### src/rtl/evt_aer_pkg.sv
// evt_aer_pkg: shared constants and helpers
// for the address-event encoder.
package evt_aer_pkg;

  localparam int POL_LSB = 0;
  localparam int CH_LSB  = 1;
  localparam int DROP_W  = 8;

  function automatic int clog2(input int n);
    int r;
    r = 0;
    for (int i = 0; i < 31; i++) begin
      if ((1 << i) < n) r = i + 1;
    end
    return r;
  endfunction

  function automatic int ts_lsb(input int ch_w);
    return 1 + ch_w;
  endfunction

endpackage

### src/rtl/evt_fifo.sv
// evt_fifo: synchronous packet FIFO with full,
// empty and occupancy count.
module evt_fifo
  import evt_aer_pkg::*;
#(
  parameter int W     = 16,
  parameter int DEPTH = 4,
  parameter int AW    = clog2(DEPTH)
) (
  input  logic         phi1b_dig,
  input  logic         rstb,
  input  logic         push,
  input  logic [W-1:0] wdata,
  input  logic         pop,
  output logic [W-1:0] rdata,
  output logic         full,
  output logic         empty,
  output logic [AW:0]  count
);

  localparam logic [AW:0] FULL_CNT = (AW+1)'(DEPTH);

  logic [W-1:0]  mem [DEPTH];
  logic [AW-1:0] wptr;
  logic [AW-1:0] rptr;
  logic          do_push;
  logic          do_pop;

  assign full    = (count == FULL_CNT);
  assign empty   = (count == '0);
  assign do_push = push & ~full;
  assign do_pop  = pop & ~empty;
  assign rdata   = mem[rptr];

  always_ff @(posedge phi1b_dig or negedge rstb) begin
    if (!rstb) begin
      wptr  <= '0;
      rptr  <= '0;
      count <= '0;
      for (int i = 0; i < DEPTH; i++) begin
        mem[i] <= '0;
      end
    end else begin
      if (do_push) begin
        mem[wptr] <= wdata;
        wptr      <= wptr + 1'b1;
      end
      if (do_pop) begin
        rptr <= rptr + 1'b1;
      end
      unique case ({do_push, do_pop})
        2'b10:   count <= count + 1'b1;
        2'b01:   count <= count - 1'b1;
        default: ;
      endcase
    end
  end

endmodule

### src/rtl/evt_aer_encoder.sv
// evt_aer_encoder: edge-detects event flags, timestamps them and
// round-robin arbitrates them into a packet FIFO.
module evt_aer_encoder
  import evt_aer_pkg::*;
#(
  parameter int N_CH  = 8,
  parameter int TS_W  = 12,
  parameter int DEPTH = 4,
  parameter int CH_W  = clog2(N_CH)
) (
  input  logic                   phi1b_dig,
  input  logic                   rstb,
  input  logic [N_CH-1:0]        eve,
  input  logic [N_CH-1:0]        polxevent,
  output logic [TS_W+CH_W:0]     pkt_data,
  output logic                   pkt_valid,
  input  logic                   pkt_ready,
  output logic                   ts_wrap,
  output logic                   ovf,
  output logic [DROP_W-1:0]      drop_cnt
);

  localparam int PKT_W    = TS_W + CH_W + 1;
  localparam int TS_LSB   = ts_lsb(CH_W);
  localparam int DROP_MAX = (1 << DROP_W) - 1;
  localparam int AW       = clog2(DEPTH);
  localparam logic [CH_W-1:0] LAST_CH = CH_W'(N_CH - 1);

  logic [TS_W-1:0]   ts_cnt;
  logic [N_CH-1:0]   eve_q;
  logic [N_CH-1:0]   evt;
  logic [N_CH-1:0]   pend;
  logic [N_CH-1:0]   pol_r;
  logic [TS_W-1:0]   ts_r [N_CH];
  logic [N_CH-1:0]   gnt_oh;
  logic [N_CH-1:0]   drop_v;
  logic [CH_W-1:0]   last;
  logic [CH_W-1:0]   gnt_ch;
  logic [CH_W-1:0]   rr_idx;
  logic              gnt_vld;
  logic [PKT_W-1:0]  pkt_w;
  logic              fifo_full;
  logic              fifo_empty;
  logic              fifo_pop;
  logic [AW:0]       fifo_cnt;
  int                drop_sum;
  logic [DROP_W-1:0] drop_nxt;

  always_ff @(posedge phi1b_dig or negedge rstb) begin
    if (!rstb) begin
      ts_cnt  <= '0;
      ts_wrap <= 1'b0;
    end else begin
      ts_cnt  <= ts_cnt + 1'b1;
      ts_wrap <= &ts_cnt;
    end
  end

  // Search starts one past the last winner.
  always_comb begin
    gnt_vld = 1'b0;
    gnt_ch  = '0;
    rr_idx  = '0;
    for (int i = 0; i < N_CH; i++) begin
      rr_idx = CH_W'((int'(last) + 1 + i) % N_CH);
      if (!gnt_vld && pend[rr_idx]) begin
        gnt_vld = 1'b1;
        gnt_ch  = rr_idx;
      end
    end
    gnt_vld = gnt_vld & ~fifo_full;
  end

  always_comb begin
    evt    = eve & ~eve_q;
    gnt_oh = '0;
    if (gnt_vld) gnt_oh[gnt_ch] = 1'b1;
    drop_v = evt & pend & ~gnt_oh;
  end

  always_comb begin
    drop_sum = int'(drop_cnt) + $countones(drop_v);
    drop_nxt = (drop_sum > DROP_MAX) ? DROP_W'(DROP_MAX)
                                     : DROP_W'(drop_sum);
  end

  always_comb begin
    pkt_w                  = '0;
    pkt_w[POL_LSB]         = pol_r[gnt_ch];
    pkt_w[CH_LSB +: CH_W]  = gnt_ch;
    pkt_w[TS_LSB +: TS_W]  = ts_r[gnt_ch];
  end

  // A granted slot may be refilled by a new event in the same cycle.
  always_ff @(posedge phi1b_dig or negedge rstb) begin
    if (!rstb) begin
      eve_q <= '0;
      pend  <= '0;
      pol_r <= '0;
      last  <= LAST_CH;
      for (int c = 0; c < N_CH; c++) begin
        ts_r[c] <= '0;
      end
    end else begin
      eve_q <= eve;
      if (gnt_vld) last <= gnt_ch;
      for (int c = 0; c < N_CH; c++) begin
        if (evt[c] && !drop_v[c]) begin
          pend[c]  <= 1'b1;
          pol_r[c] <= polxevent[c];
          ts_r[c]  <= ts_cnt;
        end else if (gnt_oh[c]) begin
          pend[c] <= 1'b0;
        end
      end
    end
  end

  always_ff @(posedge phi1b_dig or negedge rstb) begin
    if (!rstb) begin
      ovf      <= 1'b0;
      drop_cnt <= '0;
    end else begin
      ovf      <= ovf | (|drop_v);
      drop_cnt <= drop_nxt;
    end
  end

  assign fifo_pop  = pkt_ready & ~fifo_empty;
  assign pkt_valid = (fifo_cnt != '0);

  evt_fifo #(
    .W     (PKT_W),
    .DEPTH (DEPTH),
    .AW    (AW)
  ) u_fifo (
    .phi1b_dig (phi1b_dig),
    .rstb      (rstb),
    .push      (gnt_vld),
    .wdata     (pkt_w),
    .pop       (fifo_pop),
    .rdata     (pkt_data),
    .full      (fifo_full),
    .empty     (fifo_empty),
    .count     (fifo_cnt)
  );

endmodule

### config.mk
export PLATFORM = sky130hd
export DESIGN_NAME = evt_aer_encoder
export DESIGN_NICKNAME = d
export VERILOG_FILES = /design/src/rtl/evt_aer_pkg.sv /design/src/rtl/evt_fifo.sv /design/src/rtl/evt_aer_encoder.sv
export SDC_FILE = /design/constraint.sdc
export NUM_CORES = 1
export LEC_CHECK = 0
export ABC_AREA = 1
export BUFFER_PORTS_ARGS = -buffer_cell sky130_fd_sc_hd__clkbuf_2
export CAP_MARGIN = 0
export CORE_UTILIZATION = 32
export CTS_CLUSTER_DIAMETER = 60
export CTS_CLUSTER_SIZE = 20
export DETAILED_ROUTE_END_ITERATION = 7
export GPL_TIMING_DRIVEN = 0
export SETUP_SLACK_MARGIN = 0.02
export SLEW_MARGIN = 15
export SYNTH_ARGS = -nofsm -noshare
export SYNTH_HDL_FRONTEND = slang
export SYNTH_SLANG_ARGS = --single-unit
### constraint.sdc
create_clock -name phi1b_dig -period 9.4 [get_ports phi1b_dig]
set_input_delay 0.94 -clock phi1b_dig [delete_from_list [all_inputs] [get_ports phi1b_dig]]
set_output_delay 0.94 -clock phi1b_dig [all_outputs]
set_load 0.005 [all_outputs]
Word level (Yosys, flattened, before mapping)

Cells that the tools add are included.

Add/sub/neg operators: 21
Order comparisons: 15
Equality and inequality tests: 3
Mux-type cells: 64
Bitwise operators: 15
Reduce and logical (&&, ||, !) cells: 45

Operators with widths:

| kind                    | number |
|---|---|
| $bwmux W64              | 1 |
| $mux W16                | 3 |
| $bmux W12 S3            | 1 |
| $lt A3 B4 Y1 const B    | 9 |
| $mux W1                 | 34 |
| $bmux W16 S2            | 1 |
| $demux W16 S2           | 1 |
| $bmux W1 S3             | 9 |
| $and A8 B8 Y8           | 3 |
| $mux W12                | 2 |
| $mux W3                 | 8 |
| $reduce_bool A2 Y1      | 9 |
| $logic_and A1 B1 Y1     | 17 |
| $mux W8                 | 2 |
| $not A8 Y8              | 2 |
| $add A3 B3 Y3 const B   | 5 |
| $logic_not A1 Y1        | 15 |
| $add A12 B1 Y12 const B | 1 |
| $reduce_and A12 Y1      | 1 |
| $add A8 B4 Y9           | 1 |
| $gt A9 B8 Y1 const B    | 1 |
| $add A1 B1 Y2           | 4 |
| $reduce_or A8 Y1        | 1 |
| $add A2 B2 Y3           | 2 |
| 21 further kinds        | 30 |

Register bits: 216
Bits of input ports: 19
Output and inout port bits: 27
Logic and storage cells: 200

Depth between registers and ports, before layout

Gate-level depths: netlist of run 1.

Depth after elaboration: 38
Mapped depth: 37
Gate-level depth less buffers: 35

Hierarchy

Synthesis of run 1 repeated with hierarchy kept, for this count alone.

Cells, all modules: 1448
Area total of the unflattened synthesis: 11554.8 um2

Modules (own cells, without submodules):

| module          | times used | cells each | area an instance (um2) | seq. area each (um2) |
|---|---|---|---|---|
| evt_aer_encoder | 1          | 1000       | 7962.6                 | 3632.2 |
| evt_fifo        | 1          | 448        | 3592.2                 | 1776.7 |

Least setup slack after synthesis of run 1

Ideal clock, no wire load.

Path kind: reg-to-reg
Start: register last[0]
End: register drop_cnt[7]
Setup time: 0.120 ns
Arrival time: 5.767 ns
Required time: 9.280 ns
Path slack: 3.513 ns
Stages on the path, launching flop included: 36
Path buffers: 3
Clock period less this slack: 5.887 ns
Path through: dfstp_2 > buf_6 > inv_4 > buf_6 > ha_1 > buf_4 > nand2_1 > nand2_2 > nand2_1 > nand3_1 > nand2_1 > nand4_1 > nor2_1 > nand2_1 > nand3_1 > nand2_1 > nor2_4 > nand2_2 > o21ai_0 > inv_1 > fa_1 > inv_1 > fa_1 > inv_1 > fa_1 > fa_1 > inv_1 > fa_1 > nor2_1 > o21ai_0 > nand2_1 > nand2_1 > nor2_1 > nand3b_1 > o21ai_0 > inv_1

Word-level cells in the longest chain between the ends: 38
Elaborated cells between the ends (all ways): 73
Classes of those cells: 16 x add/sub; 3 x order compare; 36 x mux; 3 x bitwise; 15 x reduce/logical

RTL lines:

| what                                                   | RTL line               | RTL |
|---|---|---|
| from (decl)                                            | evt_aer_encoder.sv:37  | `logic [CH_W-1:0] last;` |
| from (signal assigned)                                 | evt_aer_encoder.sv:106 | `if (gnt_vld) last <= gnt_ch;` |
| $add A3 B1 Y3 (*)                                      | evt_aer_encoder.sv:65  | `rr_idx = CH_W'((int'(last) + 1 + i) % N_CH);` |
| branches (longest 28 deep; another with $add A3 B2 Y3) | --                     |  |
| $mux W8 (*)                                            | evt_aer_encoder.sv:77  | `if (gnt_vld) gnt_oh[gnt_ch] = 1'b1;` |
| $not A8 Y8 (*)                                         | evt_aer_encoder.sv:78  | `drop_v = evt & pend & ~gnt_oh;` |
| $and A8 B8 Y8 (*)                                      | evt_aer_encoder.sv:78  |  |
| $add A1 B1 Y2 (implied by the code)                    | evt_aer_encoder.sv:82  | `drop_sum = int'(drop_cnt) + $countones(drop_v);` |
| $add A2 B2 Y3 (implied by the code)                    | evt_aer_encoder.sv:82  |  |
| $add A3 B3 Y4 (implied by the code) (*)                | evt_aer_encoder.sv:82  |  |
| $add A8 B4 Y9 (*)                                      | evt_aer_encoder.sv:82  |  |
| $gt A9 B8 Y1                                           | evt_aer_encoder.sv:83  | `drop_nxt = (drop_sum > DROP_MAX) ? DROP_W'(DROP_MAX)` |
| $mux W8 (*)                                            | evt_aer_encoder.sv:83  |  |
| via drop_nxt[7]                                        | evt_aer_encoder.sv:47  | `logic [DROP_W-1:0] drop_nxt;` |
| to (signal assigned)                                   | evt_aer_encoder.sv:125 | `drop_cnt <= drop_nxt;` |
| to (decl)                                              | evt_aer_encoder.sv:20  | `output logic [DROP_W-1:0] drop_cnt` |

Mark *: on every way through the listed nets, which the timed path passes. The select of a mux whose other input is x is not followed.
A chain may end at the register's enable or synchronous reset.

Worst setup path after layout of run 1

Start: register last[0]
End: register drop_cnt[2]

Same word-level chain as after synthesis.

==> results.md, run 1 <==
- Syn nets: 1451
- Drt total wl: 31800 µm
- Share of layout cells above drive strength 1: 12.3%
- Hold-fix buffers at CTS: 0
- Final Critical Period: 6.75 ns
- WP buf/inv: 8
- Compound-cell area share of the yosys netlist: 11.3%
- DP Worst Slack: 2.68 ns
- Synth Area in Simple Gates: 29.4%
- Worst slew pin tran: 0.615 ns
- Iteration-0 DRC count of the detailed router: 793
- Critical Path AT: 7.18 ns
- ANT nets after route: 0
- Final slew viol count: 0
- Die ar.: 35200 µm²
- Total GRT Usage: 18.4%
- Period utilization: 71.8%
- Max Cap Viol: 0
- Die X: 188 µm
- Core area: 33700 µm²
- CP dominant cell by count: nand2_1
- Finished Cell Area: 12600 µm²
- Critical-path top delay cell: fa_1
- Number of synthesized flops with an enable pin: 0
- Initial antenna violation count: 0
- Sequential share of the synthesized area: 49.0%
- GPL Wtd Cong: 0.876
- Critical Path Fanout Max: 10
- Final worst-path setup slack: 2.65 ns
- RSZ-0062 raised after global routing: no
- Cells on worst reg2reg path: 34
- Final core occ: 37.4%
- Synth area leaders: dfrtp_1 48%, nand2_1 19%, o21ai_1 6.8%
- Mapped Avg Cell Area: 7.82 µm²
- Achievable frequency: 148 MHz
- Top cell type's share of synthesized area: 48.3%
- Synth-to-Final Area Change: 14.3%
- Synth cell types: 39
- Antenna cells: 0
- IO buf count: 45
- Multiplexer share of the synthesized area: 0%
- Count of final hold-check violations: 0
- Total Neg Setup Slack: 0 ns
- Clock-pin slew on the worst setup and hold paths: 0.08 ns
- H-Tree Depth: 1
- DRC viols: 0
- Die H: 188 µm
- First-pass GRT wire length: 51400 µm
- TritonCTS Buffers: 20
- Reg2reg end: drop_cnt[2]
- R2R Path Start: last[0]
- Hold Path Class: in -> async
- CP endpoint kind: flop
- Clk sinks: 216
- R2R setup slack: 2.65 ns
- Clk buf depth: 3
- XOR/XNOR Fraction of Synth Area: 1.19%
- Final setup violation count: 0
- Initial Utilization: 32.8%
- Dpl cell area: 11900 µm²
- Final net count: 1520
- Overflow after GRT: 0
- Ys Warns: 0
- Total iterations of the first detailed-routing run: 5
- Rows: 67
- CP top delay family: adder cells
- Largest family of logic cells by synthesized area: simple AND/OR/NAND/NOR gates
- Synth Flop Type: dfrtp_1
- Largest net degree at the start of global routing: 96
- Startpoint types: flop
- Vias in the first global route: 9248
- Cts repair resizes: 0
- Clock latency on the worst-skew pair: 0.52 ns
- Relative slew slack: 59.0%
- # IOs: 46
- Worst Skew: 0.0186 ns
- Cells after Synth: 1412
- Largest area contributor in the netlist: dfrtp_1
- CP required: 9.83 ns
- Root Driver: clkbuf_16
- Hpwl dp: 22500 µm
- DR vias/cell: 4.89
- Avg WL per Cell: 16.4 µm
- Type of the worst setup path: reg -> reg
- Ys async rst share: 100%
- Syn Std Cell Area: 11000 µm²
- DR vias: 9503
- Flops & latches, synth: 216
- Status: complete, no violations
- Post-CTS Setup Bufs: 0
- Slowest stage delay, CP: 0.57 ns
- Adder-Cell Fraction of Synth Area: 2.68%
- CTS tree: done
stage by stage:
step / hold slack, ns / instances
after floorplan: 0.442 / 1412
after global placement: 0.458 / 1905
after detailed placement: 0.460 / 1907
after CTS: 0.335 / 1943
after global routing: 0.342 / 1943
final: 0.341 / 1943
cells in the mapped netlist, types with 2 or more instances:
cell type and instances:
buf_2 29, nand2_1 556, nand3b_1 3, clkbuf_1 14, inv_2 5, nand2_4 2, xor2_1 13, xnor2_1 2
nor2_1 71, a21oi_1 5, o21ai_0 58, o22ai_1 16, nand3_2 3, fa_1 6, o21ai_1 150, inv_1 72
nand4_1 6, dfstp_2 3, nand3_1 94, buf_6 13, buf_4 4, nor2_4 6, ha_1 14, o21ai_2 4
clkinv_1 6, nor3_1 7, nand2_2 24, dfrtp_1 213, buf_1 3
sequential cells by signal, indices dropped and copies added, names as in the netlist, 3 cells and up:
name,flops
u_fifo.mem,64
drop_cnt,8
pend,8
u_fifo.count,3
pol_r,8
ts_cnt,12
ts_r,96
last,3
eve_q,8
worst max path at each step:
stage,from,end,slack [ns],cells after the start
global route,last[0],drop_cnt[3],2.12,35
CTS,last[0],drop_cnt[2],2.62,34
floorplan,last[0],drop_cnt[7],3.51,35
global placement,last[0],drop_cnt[2],2.67,34
detailed placement,last[0],drop_cnt[2],2.68,34
finish,last[0],drop_cnt[2],2.65,34
metal layers:
| layer | up-vias | track usage [%] | wire length (µm) |
|---|---|---|---|
| met4 | 0 | 5.50 | 814 |
| met5 | - | 0 | 0 |
| li1 | 4682 | - | - |
| met1 | 4524 | 27.0 | 15800 |
| met3 | 47 | 2.41 | 1480 |
| met2 | 250 | 27.9 | 13800 |
placed cells by master (no fill, tap or decap), drive strengths merged:
cell      netlist  layout
o21ai         212     212
nand2         582     582
clkinvlp        0       3
clkbuf         14      81
bufinv          0       1
buf            49      51
nand4           7       7
ha             14      14
nor2           78      78
nand3          98      98
dfstp           3       3
a31oi           1       1
clkinv          6      13
o21bai          2       2
nor3            7       7
nand3b          3       3
xnor2           2       2
a21oi           6       6
o22ai          16      16
dfrtp         213     213
and2            2       2
fa              6       6
inv            78      81
xor2           13      13
cells by family after synthesis:
kind of cell,after synthesis
and+or+nand+nor,777
AOI/OAI and AO/OA,237
DFF,216
buffers and inverters,147
adders and majority gates,20
xor gates and xnor gates,15
final cells by class:
class / count / area [µm²]
Tap cell: 448 / 561
Multi-Input combinational cell: 1049 / 4920
Clock buffer: 22 / 539
Timing Repair Buffer: 47 / 289
Inverter: 84 / 318
Fill cell: 3580 / 21100
Sequential cell: 216 / 5410
Clock inverter: 14 / 185
Buffer: 63 / 385
Power of run 1 is left out: the tool's default activity adds up to more than one toggle a clock period on the data nets, which glitch-free logic cannot reach.
==> run 2: changes to the inputs <==
==> constraint.sdc (replaced) <==
create_clock -name phi1b_dig -period 5.8 [get_ports phi1b_dig]
set_input_delay 0.58 -clock phi1b_dig [delete_from_list [all_inputs] [get_ports phi1b_dig]]
set_output_delay 0.58 -clock phi1b_dig [all_outputs]
set_load 0.005 [all_outputs]
==> run 2 against run 1 <==
  * The run now ends with negative setup slack left
  * Routed wire length shrank 0.30%
  * Register-to-register slack lost 2.7 ns
  * Clock-buffer cell count is the same
  * Hold slack lost 0.32 ns
  * First-iteration DRC count grew 0.38%
  * Via count grew 1.7%
  * Sequential share of layout area shrank 2.0 points
  * Critical path depth grew 4
  * Cell count grew 1.9%
  * Sequential cell count is the same
  * Global-route usage shrank 0.33 points
  * Utilization grew 1.9 points
==> results.md, run 2 (same netlist as run 1, synthesis figures left out) <==
- Status: finished with violations
- Failing checks: negative setup slack
- Initial Utilization: 32.8% (unchanged)
- FF+latch area: 5410 µm² (unchanged)
- Startpoint types: flop
- Vias in the first global route: 9225 (-0.25%)
- ANT nets after route: 0 (unchanged)
- Drt total wl: 31700 µm (-0.30%)
- Count of final hold-check violations: 0 (unchanged)
- Hpwl dp: 22300 µm (-0.57%)
- Fill count: 3558 (-0.61%)
- Rows: 67 (unchanged)
- Cells on worst reg2reg path: 38 (+12%)
- DP Worst Slack: -0.755 ns (-3.44 ns)
- R2R setup slack: -0.06 ns (-2.70 ns)
- Final worst-path setup slack: -0.0557 ns (-2.70 ns)
- Avg WL per Cell: 16.0 µm (-2.2%)
- Commonest non-fill, non-tap cells in the layout: 521 x nand2_1, 213 x dfrtp_1, 151 x o21ai_1, 87 x nand3_1, 67 x inv_1
- Max Cap Viol: 0 (unchanged)
- Clk sinks: 216 (unchanged)
- Die ar.: 35200 µm² (unchanged)
- Relative slew slack: 57.0% (-2.0 points)
- DR vias/cell: 4.88 (-0.25%)
- Final Critical Period: 5.86 ns (-0.897 ns)
- Iteration-0 DRC count of the detailed router: 796 (+0.38%)
- Synth-to-Final Area Change: 20.0%
- Worst slew pin tran: 0.645 ns (+0.0299 ns)
- Critical-path top delay cell: dfstp_2
- CTS tree: done
- Max reg flops: 96 (unchanged)
- GPL Wtd Cong: 0.891 (+1.7%)
- Clk buf depth: 3 (unchanged)
- DR vias: 9660 (+1.7%)
- Total GRT Usage: 18.0% (-0.33 points)
- Clock latency on the worst-skew pair: 0.52 ns (about the same)
- Clock-pin slew on the worst setup and hold paths: 0.08 ns (about the same)
- CP required: 6.22 ns (-3.61 ns)
- Largest net degree at the start of global routing: 92 (-4.2%)
- Total iterations of the first detailed-routing run: 5 (unchanged)
- Multi-input gate area: 5240 µm² (+6.4%)
- DRC viols: 0 (unchanged)
- CP endpoint kind: flop
- R2R Path Start: last[0]
- Final net count: 1558 (+2.5%)
- CP dominant cell by count: nand2_2
- Die H: 188 µm (unchanged)
- Critical Path AT: 6.27 ns (-0.91 ns)
- Slowest stage delay, CP: 0.54 ns (-0.03 ns)
- Type of the worst setup path: reg -> reg
- Initial antenna violation count: 0 (unchanged)
- Achievable frequency: 171 MHz (+15%)
- Hold Path Class: in -> async
- Worst Skew: 0.0159 ns (-0.00268 ns)
- Final setup violation count: 2 (+2)
- Antenna cells: 0 (unchanged)
- Critical Path Fanout Max: 7 (-3)
- RSZ-0062 raised after global routing: yes
- IO buf count: 45 (unchanged)
- Top reg by flops: ts_r
- Period utilization: 101% (+29 points)
- Reg2reg end: drop_cnt[7]
- First-pass GRT wire length: 51000 µm (-0.75%)
- # IOs: 46 (unchanged)
- Share of layout cells above drive strength 1: 18.7% (+6.4 points)
- H-Tree Depth: 1 (unchanged)
- TritonCTS Buffers: 20 (unchanged)
- Hold-fix buffers at CTS: 0 (unchanged)
- Die X: 188 µm (unchanged)
- Final slew viol count: 0 (unchanged)
- Commonest non-fill, non-tap cell in the layout: nand2_1
- Root Driver: clkbuf_16
- Core area: 33700 µm² (unchanged)
- Overflow after GRT: 0 (unchanged)
- Top Registers: ts_r (96), u_fifo.mem (64), ts_cnt (12)
[run 2: worst max-delay path: cells and delay by family (launching register included)]
kind / cells / cell delay (ns)
flops: 1 / 0.54
fa+ha+maj: 6 / 2.44
compound gates: 3 / 0.40
simple gates: 18 / 1.45
buf+inv: 11 / 0.94
[run 2: worst max path at each step]
stage	to	from
2_1_floorplan	drop_cnt[7]	last[0]
3_3_place_gp	drop_cnt[2]	last[0]
3_5_place_dp	drop_cnt[2]	last[0]
4_1_cts	drop_cnt[2]	last[0]
5_1_grt	drop_cnt[7]	last[0]
6_report	drop_cnt[7]	last[0]
[run 2: layout make-up]
cell class / count / share of cell area (%)
multi-input cells: 1049 / 39.6
well taps: 448 / 4.23
plain buffers: 63 / 3.10
clock buffers: 22 / 4.07
clock inverters: 13 / 1.30
inverters: 84 / 2.46
repair buffers: 85 / 4.42
flip-flops and latches: 216 / 40.9
[run 2: through the flow]
stage | util (%) | setup TNS [ns] | area (µm²) | hold slack [ns] | std cells
after floorplan | - | 0 | 11000 | 0.284 | 1412
after global placement | 35.1 | -79.07 | 11800 | 0.459 | 1905
after detailed placement | 35.3 | -5.70 | 11900 | 0.461 | 1907
after CTS | 38.1 | 0 | 12900 | 0.0333 | 1960
after global routing | 39.3 | -2.01 | 13200 | 0.0457 | 1980
final | 39.3 | -0.0613 | 13200 | 0.0254 | 1980
[run 2: layer usage]
metal  track usage (%)  part of all wire, %
met5                 0                    0
met4              3.94                  1.8
met3              2.49                  4.8
met2              27.5                   45
met1              26.9                   49
[run 2: what timing repair did]
item                                    in CTS  in global routing
endpoints found under the setup margin       8                  8
gates resized for setup                     35                 70
pin swaps                                   23                 43
buffers inserted                            18                 22
Power of run 2 is left out for the same reason.
